===== config.mk =====
export PLATFORM = sky130hd
export DESIGN_NAME = fft_frame_controller
export DESIGN_NICKNAME = d
export VERILOG_FILES = /design/src/rtl/fft_ctrl_pkg.sv /design/src/rtl/fft_ctrl_watchdog.sv /design/src/rtl/fft_frame_controller.sv
export SDC_FILE = /design/constraint.sdc
export NUM_CORES = 1
export LEC_CHECK = 0
export BUFFER_PORTS_ARGS = -buffer_cell sky130_fd_sc_hd__buf_2
export CORE_ASPECT_RATIO = 1.5
export CORE_MARGIN = 8
export CORE_UTILIZATION = 55
export DETAILED_ROUTE_END_ITERATION = 12
export MAX_ROUTING_LAYER = met4
export PLACE_DENSITY = 0.85
export SLEW_MARGIN = 20
export SYNTH_ARGS = -nofsm -noshare
export SYNTH_HDL_FRONTEND = slang
export SYNTH_HIERARCHICAL = 1
export SYNTH_SLANG_ARGS = --single-unit

===== constraint.sdc =====
create_clock -name clk -period 9.9 [get_ports clk]
set_input_delay 0.495 -clock clk [delete_from_list [all_inputs] [get_ports clk]]
set_output_delay 0.495 -clock clk [all_outputs]
set_load 0.05 [all_outputs]

===== src/rtl/fft_ctrl_pkg.sv =====
// Shared definitions for the FFT frame controller.
//   fft_ctrl_state_e : controller FSM states, also exported on the debug port
//   FFT_IDX_W        : width of the fft_processor output bin index
//   RESYNC_CYCLES    : cycles fft_rst_n is held low after abort, timeout or reset
package fft_ctrl_pkg;

  localparam int FFT_IDX_W     = 12;
  localparam int RESYNC_CYCLES = 2;

  typedef enum logic [2:0] {
    ST_IDLE     = 3'd0,
    ST_FILL     = 3'd1,
    ST_WAIT_OUT = 3'd2,
    ST_DRAIN    = 3'd3,
    ST_SKIP     = 3'd4,
    ST_RESYNC   = 3'd5
  } fft_ctrl_state_e;

endpackage


===== src/rtl/fft_ctrl_watchdog.sv =====
// Per-frame watchdog for the FFT computation/drain phase.
//   clk, rst_n : clock and synchronous active-low reset
//   clr        : synchronous clear of the count (dominates en)
//   en         : count while high
//   expired    : combinational terminal-count pulse, high while en=1 and the
//                count sits at TIMEOUT_CYCLES-1
module fft_ctrl_watchdog #(
  parameter int TIMEOUT_CYCLES = 65536
) (
  input  logic clk,
  input  logic rst_n,
  input  logic clr,
  input  logic en,
  output logic expired
);

  localparam int CW = (TIMEOUT_CYCLES > 1) ? $clog2(TIMEOUT_CYCLES) : 1;
  localparam logic [CW-1:0] LAST = CW'(TIMEOUT_CYCLES - 1);

  logic [CW-1:0] cnt;

  // The count parks at LAST so the pulse stays asserted until the owner reacts.
  always_ff @(posedge clk) begin
    if (!rst_n || clr) begin
      cnt <= '0;
    end else if (en && (cnt != LAST)) begin
      cnt <= cnt + 1'b1;
    end
  end

  assign expired = en && (cnt == LAST);

endmodule


===== src/rtl/fft_frame_controller.sv =====
// Frame sequencer in front of fft_processor.
// Cuts a streaming I/Q source into exact FFT_SIZE-sample frames, blocks input
// while the FFT computes and drains, optionally discards skip_frames whole
// frames between transforms, and resynchronises the FFT through fft_rst_n on
// abort or watchdog timeout.
// Ports:
//   clk, rst_n                  clock, synchronous active-low reset
//   enable                      run request, sampled in IDLE and at frame end
//   abort                       1-cycle abort pulse (ignored in IDLE)
//   skip_frames                 frames discarded between transforms
//   s_valid/s_ready/s_real/s_imag  input sample stream
//   fft_real_in/fft_imag_in/fft_data_valid/fft_rst_n  to fft_processor
//   fft_valid/fft_index         from fft_processor
//   busy, frame_done, frame_count, err_timeout  status
//   state_dbg                   current FSM state
// Handshake: a sample transfers on every rising edge where s_valid && s_ready;
// s_ready depends only on state (never on s_valid), and the source must hold
// s_valid and data stable until the transfer happens.
module fft_frame_controller
  import fft_ctrl_pkg::*;
#(
  parameter int FFT_SIZE        = 4096,
  parameter int DATA_WIDTH      = 24,
  parameter int SKIP_WIDTH      = 8,
  parameter int TIMEOUT_CYCLES  = 65536,
  parameter int FRAME_CNT_WIDTH = 32
) (
  input  logic                       clk,
  input  logic                       rst_n,
  input  logic                       enable,
  input  logic                       abort,
  input  logic [SKIP_WIDTH-1:0]      skip_frames,
  input  logic                       s_valid,
  output logic                       s_ready,
  input  logic [DATA_WIDTH-1:0]      s_real,
  input  logic [DATA_WIDTH-1:0]      s_imag,
  output logic [DATA_WIDTH-1:0]      fft_real_in,
  output logic [DATA_WIDTH-1:0]      fft_imag_in,
  output logic                       fft_data_valid,
  output logic                       fft_rst_n,
  input  logic                       fft_valid,
  input  logic [FFT_IDX_W-1:0]       fft_index,
  output logic                       busy,
  output logic                       frame_done,
  output logic [FRAME_CNT_WIDTH-1:0] frame_count,
  output logic                       err_timeout,
  output fft_ctrl_state_e            state_dbg
);

  localparam int CNT_W  = (FFT_SIZE > 1) ? $clog2(FFT_SIZE) : 1;
  localparam int RS_W   = (RESYNC_CYCLES > 1) ? $clog2(RESYNC_CYCLES) : 1;
  localparam int HOLD_W = $clog2(RESYNC_CYCLES + 1);

  localparam logic [CNT_W-1:0]     LAST_SMP = CNT_W'(FFT_SIZE - 1);
  localparam logic [FFT_IDX_W-1:0] LAST_IDX = FFT_IDX_W'(FFT_SIZE - 1);
  localparam logic [RS_W-1:0]      RS_LAST  = RS_W'(RESYNC_CYCLES - 1);
  localparam logic [HOLD_W-1:0]    HOLD_RST = HOLD_W'(RESYNC_CYCLES);

  fft_ctrl_state_e state, state_next;

  logic [CNT_W-1:0]      smp_cnt;
  logic [SKIP_WIDTH-1:0] skip_lat;
  logic [SKIP_WIDTH-1:0] skip_cnt;
  logic [RS_W-1:0]       rs_cnt;
  logic [HOLD_W-1:0]     hold_cnt;

  logic accept;
  logic last_smp;
  logic in_wait;
  logic wd_expired;
  logic frame_end;
  logic timeout_evt;
  logic forward;

  assign s_ready   = (state == ST_FILL) || (state == ST_SKIP);
  assign accept    = s_valid && s_ready;
  assign last_smp  = (smp_cnt == LAST_SMP);
  assign in_wait   = (state == ST_WAIT_OUT) || (state == ST_DRAIN);
  assign busy      = (state != ST_IDLE);
  assign state_dbg = state;

  // A sample accepted in the same cycle as abort is dropped, so nothing is
  // presented to the FFT while it is being held in reset.
  assign forward = accept && (state == ST_FILL) && !abort;

  fft_ctrl_watchdog #(
    .TIMEOUT_CYCLES(TIMEOUT_CYCLES)
  ) u_watchdog (
    .clk     (clk),
    .rst_n   (rst_n),
    .clr     (!in_wait),
    .en      (in_wait),
    .expired (wd_expired)
  );

  // Priority in every busy state: abort, then watchdog, then normal progress.
  always_comb begin
    state_next  = state;
    frame_end   = 1'b0;
    timeout_evt = 1'b0;
    case (state)
      ST_IDLE: begin
        if (enable) state_next = ST_FILL;
      end
      ST_FILL: begin
        if (abort)                     state_next = ST_RESYNC;
        else if (accept && last_smp)   state_next = ST_WAIT_OUT;
      end
      ST_WAIT_OUT: begin
        if (abort) begin
          state_next = ST_RESYNC;
        end else if (wd_expired) begin
          timeout_evt = 1'b1;
          state_next  = ST_RESYNC;
        end else if (fft_valid) begin
          state_next = ST_DRAIN;
        end
      end
      ST_DRAIN: begin
        if (abort) begin
          state_next = ST_RESYNC;
        end else if (wd_expired) begin
          timeout_evt = 1'b1;
          state_next  = ST_RESYNC;
        end else if (fft_valid && (fft_index == LAST_IDX)) begin
          frame_end = 1'b1;
          if (!enable)             state_next = ST_IDLE;
          else if (skip_lat != '0) state_next = ST_SKIP;
          else                     state_next = ST_FILL;
        end
      end
      ST_SKIP: begin
        if (abort) begin
          state_next = ST_RESYNC;
        end else if (accept && last_smp && (skip_cnt == skip_lat - 1'b1)) begin
          state_next = ST_FILL;
        end
      end
      ST_RESYNC: begin
        if (rs_cnt == RS_LAST) state_next = ST_IDLE;
      end
      default: state_next = ST_IDLE;
    endcase
  end

  always_ff @(posedge clk) begin
    if (!rst_n) begin
      state          <= ST_IDLE;
      smp_cnt        <= '0;
      skip_lat       <= '0;
      skip_cnt       <= '0;
      rs_cnt         <= '0;
      hold_cnt       <= HOLD_RST;
      fft_rst_n      <= 1'b0;
      fft_data_valid <= 1'b0;
      fft_real_in    <= '0;
      fft_imag_in    <= '0;
      frame_done     <= 1'b0;
      frame_count    <= '0;
      err_timeout    <= 1'b0;
    end else begin
      state      <= state_next;
      frame_done <= frame_end;

      if (frame_end) frame_count <= frame_count + 1'b1;

      if (timeout_evt)                      err_timeout <= 1'b1;
      else if ((state == ST_IDLE) && enable) err_timeout <= 1'b0;

      if ((state == ST_IDLE) && enable) skip_lat <= skip_frames;

      // Sample/frame counters restart on every state change; within SKIP the
      // sample counter wraps naturally because FFT_SIZE is a power of two.
      if (state_next != state) begin
        smp_cnt  <= '0;
        skip_cnt <= '0;
      end else if (accept) begin
        smp_cnt <= smp_cnt + 1'b1;
        if ((state == ST_SKIP) && last_smp) skip_cnt <= skip_cnt + 1'b1;
      end

      if (state == ST_RESYNC) rs_cnt <= rs_cnt + 1'b1;
      else                    rs_cnt <= '0;

      // hold_cnt stretches fft_rst_n low for RESYNC_CYCLES after rst_n release;
      // afterwards fft_rst_n is low exactly while the FSM sits in RESYNC.
      if (hold_cnt != '0) hold_cnt <= hold_cnt - 1'b1;
      fft_rst_n <= (hold_cnt == '0) && (state_next != ST_RESYNC);

      fft_data_valid <= forward;
      if (forward) begin
        fft_real_in <= s_real;
        fft_imag_in <= s_imag;
      end
    end
  end

endmodule

## Yosys cells after proc, flatten, opt, wreduce, memory -nomap -nowiden

Cells that the tools add are included.

| storage, ports and cells | value |
|---|---|
| output and inout bits | 89 |
| word-level logic and storage cells | 85 |
| register bits after elaboration | 134 |
| input bits | 74 |

| operators by class | value |
|---|---|
| muxes and demuxes | 24 |
| add/sub/neg operators | 7 |
| equality and inequality tests | 12 |
| bitwise logic cells | 1 |
| reduce and logical (&&, ||, !) cells | 27 |

Operators with widths:

| operator | number |
|---|---|
| $mux 3 | 14 |
| $add 32x1->32 const B | 1 |
| $eq 12x12->1 const B | 2 |
| $pmux 3 s6 | 1 |
| $add 16x1->16 const B | 1 |
| $eq 16x16->1 const B | 1 |
| $ne 16x16->1 const B | 1 |
| $add 12x1->12 const B | 1 |
| $logic_and 1x1->1 | 11 |
| $mux 1 | 9 |
| $add 8x1->8 const B | 1 |
| $eq 8x8->1 | 1 |
| $reduce_bool 8->1 | 1 |
| $sub 8x1->8 const B | 1 |
| $eq 3x2->1 const B | 2 |
| $eq 3x3->1 const B | 2 |
| $reduce_and 2->1 | 2 |
| $reduce_bool 2->1 | 2 |
| $reduce_or 2->1 | 2 |
| $eq 3x1->1 const B | 1 |
| $logic_not 1->1 | 3 |
| $logic_not 3->1 | 1 |
| $logic_or 1x1->1 | 3 |
| $ne 3x3->1 | 1 |
| 6 further kinds | 6 |

## Longest topological paths before layout

| depth | value |
|---|---|
| depth after elaboration | 10 |
| gate-level depth with buffers | 14 |
| depth with buffers taken out | 10 |

## Hierarchy

The synthesis kept the hierarchy.

Modules (own cells, without submodules):

| module | cells an instance | area each (um^2) | instances | seq. area each (um^2) |
|---|---|---|---|---|
| fft_frame_controller | 640 | 5265.0 | 1 | 2362.3 |
| fft_ctrl_watchdog | 101 | 847.1 | 1 | 320.3 |

## Least setup slack after synthesis

OpenSTA, ideal clock, no wires.

| timing path | value |
|---|---|
| path kind | register -> register |
| from | reg state[1] (netlist: state_dbg[1]) |
| to | reg frame_count[27] |
| setup slack | 6297 ps |
| path buffers | 4 |
| clock period less this slack | 3603 ps |
| data arrival time | 3475 ps |
| library setup time | 128 ps |
| required time | 9772 ps |
| cell stages (with the launch flop) | 15 |
| cell sequence | dfxtp_1 clkbuf_1 nor2b_1 clkbuf_1 nand2_1 nor4_1 nor2b_1 or2_4 or4_4 or4b_1 buf_6 buf_6 nor3_2 xnor2_1 nor2_1 |

| between the ends | value |
|---|---|
| word-level cells in the longest chain between the ends | 6 |
| elaborated cells between the ends (all ways) | 7 |
| those cells by class | eq/ne: 2; mux: 3; reduce/logical: 2 |

RTL lines:

| element | RTL line | text |
|---|---|---|
| from (decl) | fft_frame_controller.sv:59 | `fft_ctrl_state_e state, state_next;` |
| from (signal assigned) | fft_frame_controller.sv:162 | `state <= state_next;` |
| $eq 3x2->1 | fft_frame_controller.sv:78 | `assign in_wait = (state == ST_WAIT_OUT) \|\| (state == ST_DRAIN);` |
| $logic_or 1x1->1 * | fft_frame_controller.sv:78 |  |
| net in_wait | fft_frame_controller.sv:69 | `logic in_wait;` |
| $logic_and 1x1->1 * | fft_ctrl_watchdog.sv:31 | `assign expired = en && (cnt == LAST);` |
| net wd_expired | fft_frame_controller.sv:70 | `logic wd_expired;` |
| $mux 1 * | fft_frame_controller.sv:122 | `end else if (wd_expired) begin` |
| $mux 1 * | fft_frame_controller.sv:120 | `if (abort) begin` |
| $mux 1 * | fft_frame_controller.sv:101 | `case (state)` |
| to (signal assigned) | fft_frame_controller.sv:165 | `if (frame_end) frame_count <= frame_count + 1'b1;` |
| to (decl) | fft_frame_controller.sv:45 | `output logic [FRAME_CNT_WIDTH-1:0] frame_count,` |

Mark *: on every way through the listed nets, which the timed path passes. The rest lies on a longest branch.
A chain may end at the register's enable or synchronous reset.

## Worst setup path after layout

| timing path | value |
|---|---|
| from | reg state[1] (netlist: state_dbg[1]) |
| to | reg frame_count[29] |

| between the ends | value |
|---|---|
| word-level cells in the longest chain between the ends | 6 |
| elaborated cells between the ends (all ways) | 7 |
| those cells by class | eq/ne: 2; mux: 3; reduce/logical: 2 |

RTL lines:

| element | RTL line |
|---|---|
| $eq 3x2->1 | fft_frame_controller.sv:78 |
| $logic_or 1x1->1 * | fft_frame_controller.sv:78 |
| $logic_and 1x1->1 * | fft_ctrl_watchdog.sv:31 |
| net wd_expired | fft_frame_controller.sv:70 |
| $mux 1 * | fft_frame_controller.sv:122 |
| $mux 1 * | fft_frame_controller.sv:120 |
| $mux 1 * | fft_frame_controller.sv:101 |

Marked as above.

==> results.md <==
* Status: finished clean
* Critical path class: reg2reg
* Synth-to-Final Area Change at 24.8%
* Final routed DRC violation total at 0
* Compound-Gate Fraction of Synth Area at 11.5%
* Worst Path Required at 10,160 ps
* Max FO, Critical Path at 19
* CTS Sinks at 134
* Worst path cell trace: nor2b_1 > nand2_1 > nor4_1 > nor2b_1 > or2_4 > or4_4 > or4b_1 > nor4_2 > xnor2_1 > nor2_1
* # IOs at 163
* Final Hold Vio Count at 0
* Die area at 0.0148 mm2
* Pwr Density at 185 mW/mm2
* Synth Register Bits at 134
* H-tree depth at 4
* Syn_area_per_cell at 8.25 um2
* Fraction of layout cells with a size suffix above 1 at 25.3%
* Highest Clock Rate at 239 MHz
* Filler instances at 907
* I/O Buffers at 162
* Adder-Cell Fraction of Synth Area at 1.43%
* Crit end category: flip-flop
* DRT antenna net count at 0
* Final GP Congestion at 0.885
* Mux contribution to synthesized area at 0.860%
* Fin nets at 968
* Slack of the critical path at 5720 ps
* Cts bufs inserted at 17
* P_leak at 0.00304 uW
* Die X at 102 um
* Largest net degree at the start of global routing at 59
* Synth area leaders: dfxtp_1, nand2_1, a21oi_1, xnor2_1, xor2_1
* Clock Latency Late Sink at 410 ps
* Max IR drop VDD at 0.000130 V
* Synth Area in Simple Gates at 29.6%
* Crit share post-route at 42.3%
* Slew Limit Fails at 0
* Area of the mapped netlist at 0.00611 mm2
* Pre-Repair DR Iteration Count at 5
* Vias in the first global route at 5,838
* HP Class: in2reg
* Pwr Total at 1410 uW
* Xor/xnor share of the synthesized area at 8.74%
* # setup viols final at 0
* Antenna violations before repair at 2
* Top cell type's share of synthesized area at 43.9%
* Clock skew at 5.67 ps
* Total Negative Setup Slacks at 0 ps
* RSZ-0062 raised after global routing: false
* CP top delay family: simple AND/OR/NAND/NOR gates
* Mapped Cells at 741
* Dpl hpwl at 11,600 um
* Buf+Inv Stages, Crit Path at 0
* Worst slew pin tran at 999 ps
* Slew HR at 32.8%
* Vias post-DR at 5,758
* Core Region at 0.0109 mm2
* TritonCTS clock tree: done
* Net count after synthesis at 822
* Crit-path most repeated cell: nor2b_1
* CTS max path bufs at 2
* Post-CTS Resized at 0
* Synth async-reset ratio at 0%
* Post-Place Setup Slack at 5860 ps
* Largest family of logic cells by synthesized area: simple AND/OR/NAND/NOR gates
* Postcts setup bufs at 0
* CP max stage delay at 730 ps
* Critical Path AT at 4450 ps
* Num rows at 47
* DR WL/cell at 15.5 um
* Starting Density at 55.9%
* Global-route wire length before repair at 27,100 um
* DRT Wirelength at 16,200 um
* Drt via density at 5.49
* Synth warn at 6
* Final Critical Period at 4180 ps
* Hold buffers post-CTS at 0
* Max Cap Violations at 0
* Primary FF master, synth: dfxtp_1
* Cell taking the most area after synthesis: dfxtp_1
* Tot GR Track Use at 23.1%
* Root buffer cell: clkbuf_16
* Crit-path slowest cell: or4b_1
* Overflow after GRT at 0
* EDFF count, synth at 0
* Die height at 145 um
* Netlist cell types at 58
* Number of DRC markers in iteration 0 at 257
* Clk pin slew, worst setup/hold paths at 60 ps
* Startpoint Class: flip-flop
* Register area share after synthesis at 43.9%
-- stage by stage --
stage          util [%]  cells  cell area (um2)  hold WS, ps
2_1_floorplan         -    741             6110          461
3_3_place_gp       63.8   1015             6970          438
3_5_place_dp       63.8   1015             6970          443
4_1_cts            69.6   1047             7620          308
5_1_grt            69.7   1049             7630          311
6_report           69.7   1049             7630          317
-- report_power, final --
part	internal (uW)	switching [uW]	leakage [uW]
combinational	54.7	106	0.00165
sequential	556	13.5	0.00108
clock	443	235	0.000303
-- cells by family (layout without fill, tap and decap cells) --
kind of cell / Yosys count / after routing
simple gates: 357 / 357
compound gates: 118 / 118
xor+xnor: 61 / 61
fa+ha+maj: 7 / 7
mux: 5 / 5
buf+inv: 59 / 218
flops: 134 / 134
other cells: 0 / 2
-- cells in the mapped netlist, types with 3 or more instances --
master / count
nand2_1: 153
dfxtp_1: 134
a21oi_1: 73
nor2_1: 48
xnor2_1: 36
nor3_1: 33
clkbuf_1: 31
xor2_1: 25
nand4_1: 23
nand3_1: 21
inv_1: 19
nor4_1: 11
nor2b_1: 9
nor3_2: 8
o21ai_0: 8
or3_1: 8
ha_1: 7
a31oi_1: 6
and3_1: 6
nor4_2: 6
and4_1: 5
buf_1: 4
o31ai_1: 4
or4_1: 4
a22oi_1: 3
a31o_2: 3
and2_1: 3
buf_6: 3
mux2i_1: 3
nand2b_1: 3
nand3b_1: 3
o211ai_1: 3
or2_2: 3
-- cell type report --
cell class                      count  area, um2  share of cell area, %
Antenna cell                        2       5.00                 0.0656
Sequential cell                   134       2680                   35.2
Timing Repair Buffer              167        848                   11.1
Multi-Input combinational cell    548       3190                   41.9
Clock inverter                     10        169                   2.21
Clock buffer                       22        474                   6.22
Tap cell                          147        184                   2.41
Inverter                           19       71.3                  0.935
-- layer usage --
metal  GRT usage, %  part of all wire, %
met1           25.2                   40
met4           10.1                  2.7
met2           38.0                   50
met5              -                    0
met3           6.13                  7.4
-- cells in the final DEF (no fill, tap or decap), drive strengths merged, types with 4 or more instances in the layout --
master	n
nor4	18
bufinv	4
or2	4
and4	5
nor3	41
o21ai	8
nand2	153
xor2	25
o31ai	4
clkbuf	22
or4	6
nor2b	9
and3	6
buf	167
inv	20
dfxtp	134
a31oi	6
nand3	21
ha	7
a21oi	73
or3	8
nor2	48
xnor2	36
nand4	24
-- flip-flops by register name (all words and copies together), names as in the netlist, 2 cells and up --
signal and count:
frame_count 32, fft_imag_in 24, fft_real_in 24, u_watchdog/cnt 16
smp_cnt 12, skip_cnt 8, skip_lat 8, state_dbg 3
hold_cnt 2
-- worst register-to-register path, delay by kind of cell, from the launching register on --
kind	cells	cell delay [ps]
DFF	1	660
xor gates and xnor gates	1	200
and+or+nand+nor	9	3170
-- path summary, 6_finish.rpt --
| path | start | endpoint | slack, ps | depth (start not counted) |
|---|---|---|---|---|
| max | state_dbg[1] | frame_count[29] | 5720 | 10 |
| min | s_imag[7] | fft_imag_in[7] | 320 | 3 |
| max reg2reg | state_dbg[1] | frame_count[29] | 5720 | 10 |
| min reg2reg | fft_real_in[10] | fft_real_in[10] | 450 | 2 |
Note: power is estimated with default switching activity, not from simulation.
